[config.mk]
export PLATFORM = sky130hd
export DESIGN_NAME = mem_port_arbiter
export DESIGN_NICKNAME = d
export VERILOG_FILES = /design/src/rtl/mem_port_arbiter.sv
export SDC_FILE = /design/constraint.sdc
export NUM_CORES = 1
export LEC_CHECK = 0
export CAP_MARGIN = 20
export CORE_ASPECT_RATIO = 0.5
export CORE_MARGIN = 4
export CORE_UTILIZATION = 41
export CTS_BUF_LIST = sky130_fd_sc_hd__clkbuf_4 sky130_fd_sc_hd__clkbuf_8 sky130_fd_sc_hd__clkbuf_16
export DETAILED_ROUTE_END_ITERATION = 12
export PLACE_DENSITY = 0.85
export SETUP_SLACK_MARGIN = 0.1
export SLEW_MARGIN = 15
export SYNTH_ARGS = -nofsm -noshare
export SYNTH_HDL_FRONTEND = slang
export SYNTH_SLANG_ARGS = --single-unit
[constraint.sdc]
create_clock -name clk_i -period 2.05 [get_ports clk_i]
set_input_delay 0.205 -clock clk_i [delete_from_list [all_inputs] [get_ports clk_i]]
set_output_delay 0.205 -clock clk_i [all_outputs]
set_load 0.03 [all_outputs]
[src/rtl/mem_port_arbiter.sv]
// rtl/mem_port_arbiter.sv - arbiter sharing one fixed-latency memory between IF and DM requesters
//
// Purpose: serialises instruction-fetch (IF) and data-memory (DM) accesses onto a
// single-ported memory through an IDLE/ISSUE/WAIT/RESP sequence. DM wins ties
// unless IF has been passed over STARVE_LIMIT times in a row. Raises a pipeline
// stall while any request is still waiting for its ack.
//
// Ports:
//   clk_i, rst_i                 clock, synchronous active-high reset
//   if_req_i/if_addr_i           IF read request and address
//   if_rdata_o/if_ack_o          IF read data and one-cycle completion pulse
//   dm_req_i/dm_we_i             DM request, 1=write 0=read
//   dm_addr_i/dm_wdata_i         DM address and write data
//   dm_rdata_o/dm_ack_o          DM read data and one-cycle completion pulse
//   mem_en_o/mem_we_o            memory strobe (one cycle per access) and write enable
//   mem_addr_o/mem_wdata_o       memory address and write data
//   mem_rdata_i                  memory read data, valid MEM_LATENCY cycles after mem_en_o
//   stall_o                      pipeline stall
//   busy_o                       sequencer not idle
module mem_port_arbiter #(
   parameter int ADDR_W       = 32,
   parameter int DATA_W       = 32,
   parameter int MEM_LATENCY  = 2,
   parameter int STARVE_LIMIT = 4
) (
   input  logic              clk_i,
   input  logic              rst_i,
   input  logic              if_req_i,
   input  logic [ADDR_W-1:0] if_addr_i,
   output logic [DATA_W-1:0] if_rdata_o,
   output logic              if_ack_o,
   input  logic              dm_req_i,
   input  logic              dm_we_i,
   input  logic [ADDR_W-1:0] dm_addr_i,
   input  logic [DATA_W-1:0] dm_wdata_i,
   output logic [DATA_W-1:0] dm_rdata_o,
   output logic              dm_ack_o,
   output logic              mem_en_o,
   output logic              mem_we_o,
   output logic [ADDR_W-1:0] mem_addr_o,
   output logic [DATA_W-1:0] mem_wdata_o,
   input  logic [DATA_W-1:0] mem_rdata_i,
   output logic              stall_o,
   output logic              busy_o
);

   localparam int CNT_W = (MEM_LATENCY > 1) ? $clog2(MEM_LATENCY) : 1;
   localparam int STK_W = $clog2(STARVE_LIMIT + 1);

   if (MEM_LATENCY < 1) begin : g_bad_latency
      $error("mem_port_arbiter: MEM_LATENCY must be >= 1");
   end
   if (STARVE_LIMIT < 1) begin : g_bad_starve
      $error("mem_port_arbiter: STARVE_LIMIT must be >= 1");
   end

   typedef enum logic [1:0] {
      S_IDLE,
      S_ISSUE,
      S_WAIT,
      S_RESP
   } state_t;

   state_t            r_state;
   state_t            w_next;
   logic [CNT_W-1:0]  r_cnt;
   logic [STK_W-1:0]  r_streak;
   logic              r_gnt_dm;
   logic              r_we;
   logic              r_mem_en;
   logic              r_mem_we;
   logic [ADDR_W-1:0] r_mem_addr;
   logic [DATA_W-1:0] r_mem_wdata;
   logic              r_if_ack;
   logic              r_dm_ack;
   logic [DATA_W-1:0] r_if_rdata;
   logic [DATA_W-1:0] r_dm_rdata;

   logic              w_any;
   logic              w_gnt_dm;
   logic              w_starved;

   assign w_any     = if_req_i | dm_req_i;
   // IF only overrides DM once it has lost STARVE_LIMIT consecutive contested grants.
   assign w_starved = if_req_i && (r_streak == STK_W'(STARVE_LIMIT));
   assign w_gnt_dm  = dm_req_i & ~w_starved;

   always_comb begin
      w_next = r_state;
      case (r_state)
         S_IDLE:  if (w_any) w_next = S_ISSUE;
         S_ISSUE: w_next = S_WAIT;
         S_WAIT:  if (r_cnt == '0) w_next = S_RESP;
         S_RESP:  w_next = S_IDLE;
         default: w_next = S_IDLE;
      endcase
   end

   always_ff @(posedge clk_i) begin
      if (rst_i) begin
         r_state     <= S_IDLE;
         r_cnt       <= '0;
         r_streak    <= '0;
         r_gnt_dm    <= 1'b0;
         r_we        <= 1'b0;
         r_mem_en    <= 1'b0;
         r_mem_we    <= 1'b0;
         r_mem_addr  <= '0;
         r_mem_wdata <= '0;
         r_if_ack    <= 1'b0;
         r_dm_ack    <= 1'b0;
         r_if_rdata  <= '0;
         r_dm_rdata  <= '0;
      end else begin
         r_state  <= w_next;
         r_mem_en <= 1'b0;
         r_mem_we <= 1'b0;
         r_if_ack <= 1'b0;
         r_dm_ack <= 1'b0;
         case (r_state)
            S_IDLE: begin
               if (w_any) begin
                  // The memory-side address/data registers double as the grant latch,
                  // so later changes on the requester inputs cannot leak in.
                  r_gnt_dm   <= w_gnt_dm;
                  r_we       <= w_gnt_dm & dm_we_i;
                  r_mem_en   <= 1'b1;
                  r_mem_we   <= w_gnt_dm & dm_we_i;
                  r_mem_addr <= w_gnt_dm ? dm_addr_i : if_addr_i;
                  if (w_gnt_dm) begin
                     r_mem_wdata <= dm_wdata_i;
                  end
                  if (!w_gnt_dm || !if_req_i) begin
                     r_streak <= '0;
                  end else if (r_streak != STK_W'(STARVE_LIMIT)) begin
                     r_streak <= r_streak + STK_W'(1);
                  end
               end
            end
            S_ISSUE: begin
               r_cnt <= CNT_W'(MEM_LATENCY - 1);
            end
            S_WAIT: begin
               if (r_cnt == '0) begin
                  r_if_ack <= ~r_gnt_dm;
                  r_dm_ack <= r_gnt_dm;
                  if (!r_we) begin
                     if (r_gnt_dm) r_dm_rdata <= mem_rdata_i;
                     else          r_if_rdata <= mem_rdata_i;
                  end
               end else begin
                  r_cnt <= r_cnt - CNT_W'(1);
               end
            end
            default: ;
         endcase
      end
   end

   assign mem_en_o    = r_mem_en;
   assign mem_we_o    = r_mem_we;
   assign mem_addr_o  = r_mem_addr;
   assign mem_wdata_o = r_mem_wdata;
   assign if_ack_o    = r_if_ack;
   assign dm_ack_o    = r_dm_ack;
   assign if_rdata_o  = r_if_rdata;
   assign dm_rdata_o  = r_dm_rdata;
   assign busy_o      = (r_state != S_IDLE);
   assign stall_o     = ~rst_i & ((if_req_i & ~r_if_ack) | (dm_req_i & ~r_dm_ack));

endmodule
After elaboration in Yosys (flattened, before gate mapping)
Cells that the tools add are included.
W data, S select, Z words.
Word-level totals
  register bits after elaboration: 140
  input bits: 133
Operators by class
  add/sub/neg operators: 2
  eq/ne operators: 7
  muxes and demuxes: 9
  bitwise gates (word level): 17
  reductions and logical operators: 17
Operators with widths (count)
  $mux W32: 1
  $not A1 Y1: 10
  $pmux W2 S4: 1
  $reduce_and A4 Y1: 2
  $mux W3: 2
  $reduce_and A3 Y1: 2
  $reduce_bool A2 Y1: 3
  $reduce_or A3 Y1: 2
  $and A1 B1 Y1: 5
  $eq A2 B2 Y1 const B: 2
  $mux W2: 2
  $ne A2 B2 Y1 const B: 2
  $reduce_and A2 Y1: 2
  $add A3 B1 Y3 const B: 1
  $eq A3 B3 Y1 const B: 1
  $ne A3 B3 Y1 const B: 1
  $eq A2 B1 Y1 const B: 1
  $logic_not A1 Y1: 2
  $logic_not A2 Y1: 1
  $mux W1: 2
  $or A1 B1 Y1: 2
  $pmux W1 S2: 1
  $reduce_or A2 Y1: 1
  $logic_and A1 B1 Y1: 1
  2 further kinds: 2

Logic depth before layout (Yosys ltp)
Gate-level depths: netlist of the first run.
  depth after elaboration: 8
  depth in mapped cells: 8
  depth with buffers taken out: 5

Least setup slack after synthesis of the first run
OpenSTA, ideal clock, no wires.
  path kind: reg-to-reg
  start point: register r_streak[0]
  end point: register r_mem_wdata[10], in the netlist mem_wdata_o[10]
  library setup time: 0.072 ns
  data arrival time: 1.563 ns
  required time: 1.978 ns
  slack: 0.416 ns
  cell stages (with the launch flop): 8
  clock period less this slack: 1.634 ns
  path through: dfxtp_1 -> inv_1 -> ha_1 -> and3_1 -> buf_6 -> nor3_4 -> buf_8 -> mux2i_1
Between the ends
  longest elaborated chain between the ends: 5
RTL lines
  from (decl): line 67  | logic [STK_W-1:0] r_streak;
  from (signal assigned): line 136  | r_streak <= r_streak + STK_W'(1);
  $eq A3 B3 Y1: line 85  | assign w_starved = if_req_i && (r_streak == STK_W'(STARVE_LIMIT));
  $logic_and A1 B1 Y1: line 85
  $not A1 Y1: line 86  | assign w_gnt_dm = dm_req_i & ~w_starved;
  $and A1 B1 Y1: line 86
  $reduce_and A3 Y1 (no source line)
  to (signal assigned): line 131  | r_mem_wdata <= dm_wdata_i;
  to (decl): line 73  | logic [DATA_W-1:0] r_mem_wdata;
No other way between the ends.
A chain may end at the register's enable or synchronous reset.

Final worst setup path of the first run
  start point: register r_state[0]
  end point: output port busy_o
Between the ends
  longest elaborated chain between the ends: 1
RTL lines
  from (decl): line 64  | state_t r_state;
  from (signal assigned): line 115  | r_state <= w_next;
  $reduce_bool A2 Y1: line 168  | assign busy_o = (r_state != S_IDLE);
  to (decl): line 44  | output logic busy_o
No other way between the ends.

==> results of run 1 <==
power groups by stage:
stage                     clock network, uW  logic, uW  registers [uW]
final                                  3060       4060            3560
after floorplan                           0       1530            4530
after global routing                   3240       4320            3630
after detailed placement                  0       4070            3610
after global placement                    0       3990            3590
after CTS                              3100       4070            3560
state kept, by name, indices dropped and copies added (netlist names), 2 cells and up:
signal       cells
dm_rdata_o      32
if_rdata_o      32
mem_addr_o      32
mem_wdata_o     32
r_state          2
r_streak         3
synth_stat cells:
cell type	number	area [sq um]
a211oi_1	2	15.0
a21o_1	1	7.51
a21oi_1	69	345
a311oi_1	32	280
a32oi_1	2	17.5
and3_1	2	12.5
and3b_1	1	8.76
and4_1	1	8.76
and4bb_2	1	12.5
buf_1	2	7.51
buf_2	20	100
buf_6	5	56.3
buf_8	3	45.0
clkbuf_1	29	109
clkbuf_2	1	5.00
dfxtp_1	140	2800
ha_1	4	50.1
inv_1	7	26.3
mux2i_1	32	320
nand2_1	132	495
nand2b_1	64	400
nand3_1	34	170
nand4_1	1	6.26
nand4bb_1	1	11.3
nor2_1	37	139
nor2b_1	1	6.26
nor3_1	1	5.00
nor3_4	1	16.3
nor3b_1	1	7.51
nor4b_1	1	8.76
nor4b_2	1	15.0
nor4bb_1	1	10.0
o211ai_1	1	7.51
o21a_1	1	7.51
o21ai_0	33	165
o22ai_1	1	6.26
or3b_2	1	8.76
or4b_1	1	10.0
how the worst max path moves through the flow:
stage / slack, ns / cells after the start / to
floorplan: 0.42 / 7 / mem_wdata_o[10]
global placement: 0.19 / 5 / mem_wdata_o[10]
detailed placement: 0.09 / 5 / mem_wdata_o[8]
CTS: 0.15 / 4 / busy_o
global route: 0.12 / 4 / busy_o
finish: 0.19 / 4 / busy_o
metrics by stage:
| step | power [uW] | setup WS, ns |
|---|---|---|
| final | 10700 | 0.192 |
| after global routing | 11200 | 0.120 |
| after CTS | 10700 | 0.152 |
| after detailed placement | 7680 | 0.0869 |
| after global placement | 7580 | 0.186 |
| after floorplan | 6060 | 0.416 |
critical path, cell delays in order (launching register included):
cell and delay (ns):
dfxtp_1 0.33, inv_1 0.07, ha_1 0.29, inv_1 0.16, clkdlybuf4s15_1 0.40
area by class of cell:
type	instances	area [sq um]	share of cell area, %
Clock buffer	19	447	4.91
Sequential cell	140	2800	30.8
Timing Repair Buffer	285	2850	31.3
Clock inverter	13	143	1.57
Multi-Input combinational cell	461	2580	28.4
Inverter	7	26.3	0.289
Tap cell	192	240	2.64
cell families (layout without fill, tap and decap cells):
kind of cell             Yosys count  count (layout)  synth area share, %
AO/OA/AOI/OAI                    142             142                 14.9
buffers and inverters             67             324                 6.10
AND/OR/NAND/NOR                  283             283                 23.6
multiplexers                      32              32                 5.59
flip-flops                       140             140                 48.9
adder cells (fa/ha/maj)            4               4                0.874
routing by layer:
metal / wire (microns) / global-route usage, %
met5: 0 / 0
met1: 7250 / 24.8
met3: 851 / 4.24
met4: 527 / 9.01
met2: 9290 / 39.5
==> impl_metrics.yaml, run 1 <==
detailed_routing:
  vias: 5623
  dr.pass1.iters: 5
  via_per_inst: 5.03
  wire_per_inst_microns: 16.0
  antenna_left: 0
  remaining_drc_errors: 0
  drt_iter0_drc: 382
  routed_wl_mm: 17.9
job:
  drv_cap: 0
logic_synthesis:
  ys_ff_latch: 140
  syn-instance-count: 668
  yosysWarnings: 0
  seq_area_frac_synth_pct: 48.9
  syn_nets: 805
  synth_cell_types: 38
  syn-cell-area_sq_um: 5730
  postSynthAreaPerCell_sq_um: 8.57
sta:
  final_hold_viol_count: 0
  fmax_mhz: 538
  finalClockSkew_ns: 0.00946
  layout_min_cycle_time_ns: 1.86
  post-route-period-util_pct: 90.6
  worst_slew_pin_slew_ns: 0.374
  whs_ns: 0.213
  slew_violations: 0
  slew_headroom_pct: 75.0
  fin_setup_tns_ns: 0
  setup_viol: 0
  rsz0062_at_grt: "no"
finish:
  fin_util_pct: 66.7
  fin_area_sq_um: 9090
  final_cell_mix: "263 x clkdlybuf4s50_1, 140 x dfxtp_1, 132 x nand2_1"
  final_common_cell: "clkdlybuf4s50_1"
  drive_gt1_share_pct: 6.27
  final-instance-count-excl-fill: 1117
  nFillCells: 1067
  antenna_cells: 0
  num-nets-final: 1049
  area_growth_pct: 58.8
global_route:
  grt_pass1_vias: 5711
  track_usage_pct: 21.6
  grt_pass1_wl_mm: 28.6
  grt_overflow: 0
  antenna_found_initial: 0
  grt_max_degree: 67
floorplanning:
  die_y_microns: 91.6
  dieArea_sq_um: 16000
  ios: 267
  core-area_sq_um: 13600
  start_util_pct: 42.0
  row_count: 30
  die_x_microns: 175
power:
  p_switching_uw: 3850
  p_per_area_nw_per_um2: 1170
  p_sw_share_pct: 36.1
  clkPwrFrac_pct: 28.6
  ir_drop_uv: 613
  intPower_uw: 6830
  p_comb_share_pct: 38.0
  power_frac_seq_pct: 33.4
  leakagePower_uw: 0.00324
setup_path:
  timing.rr.start: "r_state[0]"
  start_kind: "register"
  crit_path_start: "r_state[0]"
  crit_type: "register to output port"
  crit_path_end_kind: "output port"
  r2r_slack_ns: 0.28
  regToRegEndpoint: "if_rdata_o[26]"
  arrival_ns: 1.65
  cp.required_ns: 1.85
  r2r_cells: 6
  worst-path-max-fanout: 9
placed_design:
  placed_area_sq_um: 8500
  dp_cells: 1085
  gp_congestion: 0.822
  hpwl_mm: 12.6
  numPortBuffers: 266
clocking:
  clk_pin_slew_ns: 0.06
  cts_max_level: 4
  clock-sinks: 140
  cts_hold_buf: 0
  clock_latency_ns: 0.40
  post_cts_resized: 1
  cts_tree: "done"
  numCtsBuffers: 17
  cts_buffer_depth: 2
  cts_setup_buffers: 0
  cts-root-buf: "clkbuf_16"
status:
  outcome: "finished clean"
worst_hold_path:
  hold_path.class: "primary input to register"
  holdPathEnd: "mem_addr_o[27]"
  min_from: "rst_i"
  worstHoldPathCells: 2
Note: power is estimated with default switching activity, not from simulation.
==> run 2, diff against run 1 <==
--- a/config.mk
+++ b/config.mk
@@ -7,10 +7,11 @@
 export LEC_CHECK = 0
 export CAP_MARGIN = 20
 export CORE_ASPECT_RATIO = 0.5
-export CORE_MARGIN = 4
+export CORE_MARGIN = 3
 export CORE_UTILIZATION = 41
 export CTS_BUF_LIST = sky130_fd_sc_hd__clkbuf_4 sky130_fd_sc_hd__clkbuf_8 sky130_fd_sc_hd__clkbuf_16
 export DETAILED_ROUTE_END_ITERATION = 12
+export GPL_TIMING_DRIVEN = 0
 export PLACE_DENSITY = 0.85
 export SETUP_SLACK_MARGIN = 0.1
 export SLEW_MARGIN = 15
==> run 2 against run 1 <==
Compared with the run above: total power is 1.1% higher; register-to-register slack worse by 0.08 ns; clock power is 3% lower; count of clock-buffer cells in the layout is 1 lower; cell count is 3.1% higher; critical endpoint unchanged; largest power group unchanged.
==> impl_metrics.yaml, run 2 (synthesized netlist as in run 1, its figures left out) <==
finish:
  area_growth_pct: 60.8
  drive_gt1_share_pct: 7.66
  final_common_cell: "clkdlybuf4s50_1"
  antenna_cells: 0
  final-instance-count-excl-fill: 1152
  final_cell_mix: "262 x clkdlybuf4s50_1, 140 x dfxtp_1, 132 x nand2_1"
  fin_area_sq_um: 9210
  fin_util_pct: 70.1
  num-nets-final: 1090
setup_path:
  r2r_slack_ns: 0.20
  crit_type: "register to output port"
  regToRegEndpoint: "mem_wdata_o[21]"
  cp.required_ns: 1.85
  worst-path-max-fanout: 9
  crit_path_end_kind: "output port"
  arrival_ns: 1.68
  start_kind: "register"
  cp_slowest_cell: "clkdlybuf4s18_2"
  r2r_cells: 8
  cpMostUsedCell: "inv_1"
  max_stage_delay_ns: 0.34
  crit_chain: "inv_1 > ha_1 > clkbuf_2 > inv_1 > clkdlybuf4s18_2"
  timing.rr.start: "r_streak[0]"
global_route:
  grt_max_degree: 17
  track_usage_pct: 23.7
  use_met1_pct: 27.8
  antenna_found_initial: 0
  grt_use_met3_pct: 5.58
  grt_pass1_wl_mm: 29.7
  grt_pass1_vias: 5776
  top_usage_layer: "met2"
  grt_overflow: 0
  gr-usage-met2_pct: 43.0
sta:
  final_hold_viol_count: 0
  layout_min_cycle_time_ns: 1.88
  finalWorstSetupSlack_ns: 0.169
  worst_slew_pin_slew_ns: 0.624
  setup_viol: 0
  post-route-period-util_pct: 91.7
  slew_headroom_pct: 58.0
  fin_setup_tns_ns: 0
  rsz0062_at_grt: "yes"
  finalClockSkew_ns: 0.0103
  slew_violations: 0
  fmax_mhz: 532
worst_hold_path:
  holdPathEnd: "mem_en_o"
  worstHoldPathCells: 2
  min_from: "rst_i"
  hold_path.class: "primary input to register"
placed_design:
  hpwl_mm: 14.2
  placed_area_sq_um: 8600
  place_ws_ns: -0.309
  numPortBuffers: 264
  gp_congestion: 0.829
  dp_cells: 1118
floorplanning:
  core-area_sq_um: 13100
  dieArea_sq_um: 15500
  row_count: 29
  die_y_microns: 89.6
  ios: 267
  die_x_microns: 173
  start_util_pct: 43.6
power:
  clkPwrFrac_pct: 27.4
  p_sw_share_pct: 37.9
  intPower_uw: 6700
  p_switching_uw: 4090
  p_comb_share_pct: 39.6
  p_per_area_nw_per_um2: 1170
  leakagePower_uw: 0.00331
  power_frac_seq_pct: 33.0
  ir_drop_uv: 593
detailed_routing:
  routed_wl_mm: 19.4
  dr.pass1.iters: 5
  drt_iter0_drc: 304
  wire_per_inst_microns: 16.8
  via_per_inst: 5.09
  vias: 5865
  antenna_left: 0
  remaining_drc_errors: 0
clocking:
  numCtsBuffers: 17
  clk_pin_slew_ns: 0.06
  cts_buffer_depth: 2
  clock-sinks: 140
  clock_latency_ns: 0.41
  cts_tree: "done"
  cts_hold_buf: 0
  cts_max_level: 4
  cts-root-buf: "clkbuf_16"
status:
  outcome: "finished clean"
job:
  drv_cap: 0
-- run 2: cell types whose count changed in the layout (fill, tap and decap cells not counted), sizes merged --
cell	delta
clkbuf	+32
buf	+8
inv	+8
clkinv	-4
bufinv	-2
clkdlybuf4s18	+1
clkdlybuf4s50	-1
clkinvlp	-1
-- run 2: final cells by class --
type	instances	area, sq um
fillers	1045	3920
clock buffers	18	439
multi-input cells	461	2580
well taps	186	233
plain buffers	60	333
clock inverters	14	123
repair buffers	266	2670
flip-flops and latches	140	2800
inverters	7	26.3
-- run 2: timing repair --
| action | 4_1_cts | 5_1_grt |
|---|---|---|
| pin swaps | 0 | 1 |
| endpoints found under the setup margin | 2 | 63 |
| resized for setup | 7 | 10 |
| buffers inserted | 0 | 2 |
-- run 2: through the flow --
stage	hold WS, ns	total power [uW]
2_1_floorplan	0.341	6060
3_3_place_gp	0.441	7670
3_5_place_dp	0.447	7770
4_1_cts	0.107	10700
5_1_grt	0.115	11300
6_report	0.109	10800
-- run 2: worst max-delay path by stage --
stage / start / endpoint / slack, ns / cells after the start
4_1_cts: dm_req_i / stall_o / 0.14 / 6
5_1_grt: r_state[1] / mem_addr_o[30] / 0.09 / 7
3_5_place_dp: dm_req_i / stall_o / -0.31 / 6
6_report: r_state[0] / busy_o / 0.17 / 5
2_1_floorplan: r_streak[0] / mem_wdata_o[10] / 0.42 / 7
3_3_place_gp: dm_req_i / stall_o / -0.28 / 6
-- run 2: routing by layer --
layer,vias to the layer above,wire (microns)
met5,-,0
met1,2775,8080
met2,208,9670
met3,40,1090
met4,0,563
li1,2842,-
-- run 2: worst max-delay path: cells and delay by family (launching register included) --
kind / cells / cell delay (ns)
buffers and inverters: 4 / 0.75
flip-flops: 1 / 0.32
adder cells (fa/ha/maj): 1 / 0.19
-- run 2: power groups by stage --
| stage | Sequential, uW | Clock [uW] | Combinational, uW |
|---|---|---|---|
| after detailed placement | 3600 | 0 | 4170 |
| after CTS | 3550 | 2990 | 4190 |
| final | 3560 | 2960 | 4270 |
| after floorplan | 4530 | 0 | 1530 |
| after global routing | 3610 | 3100 | 4540 |
| after global placement | 3570 | 0 | 4100 |
==> run 3, diff against run 2 <==
--- a/config.mk
+++ b/config.mk
@@ -11,6 +11,7 @@
 export CORE_UTILIZATION = 41
 export CTS_BUF_LIST = sky130_fd_sc_hd__clkbuf_4 sky130_fd_sc_hd__clkbuf_8 sky130_fd_sc_hd__clkbuf_16
 export DETAILED_ROUTE_END_ITERATION = 12
+export GPL_ROUTABILITY_DRIVEN = 0
 export GPL_TIMING_DRIVEN = 0
 export PLACE_DENSITY = 0.85
 export SETUP_SLACK_MARGIN = 0.1
==> results of run 3 <==
Final layout, timing and power as in run 2 (identical DEF).
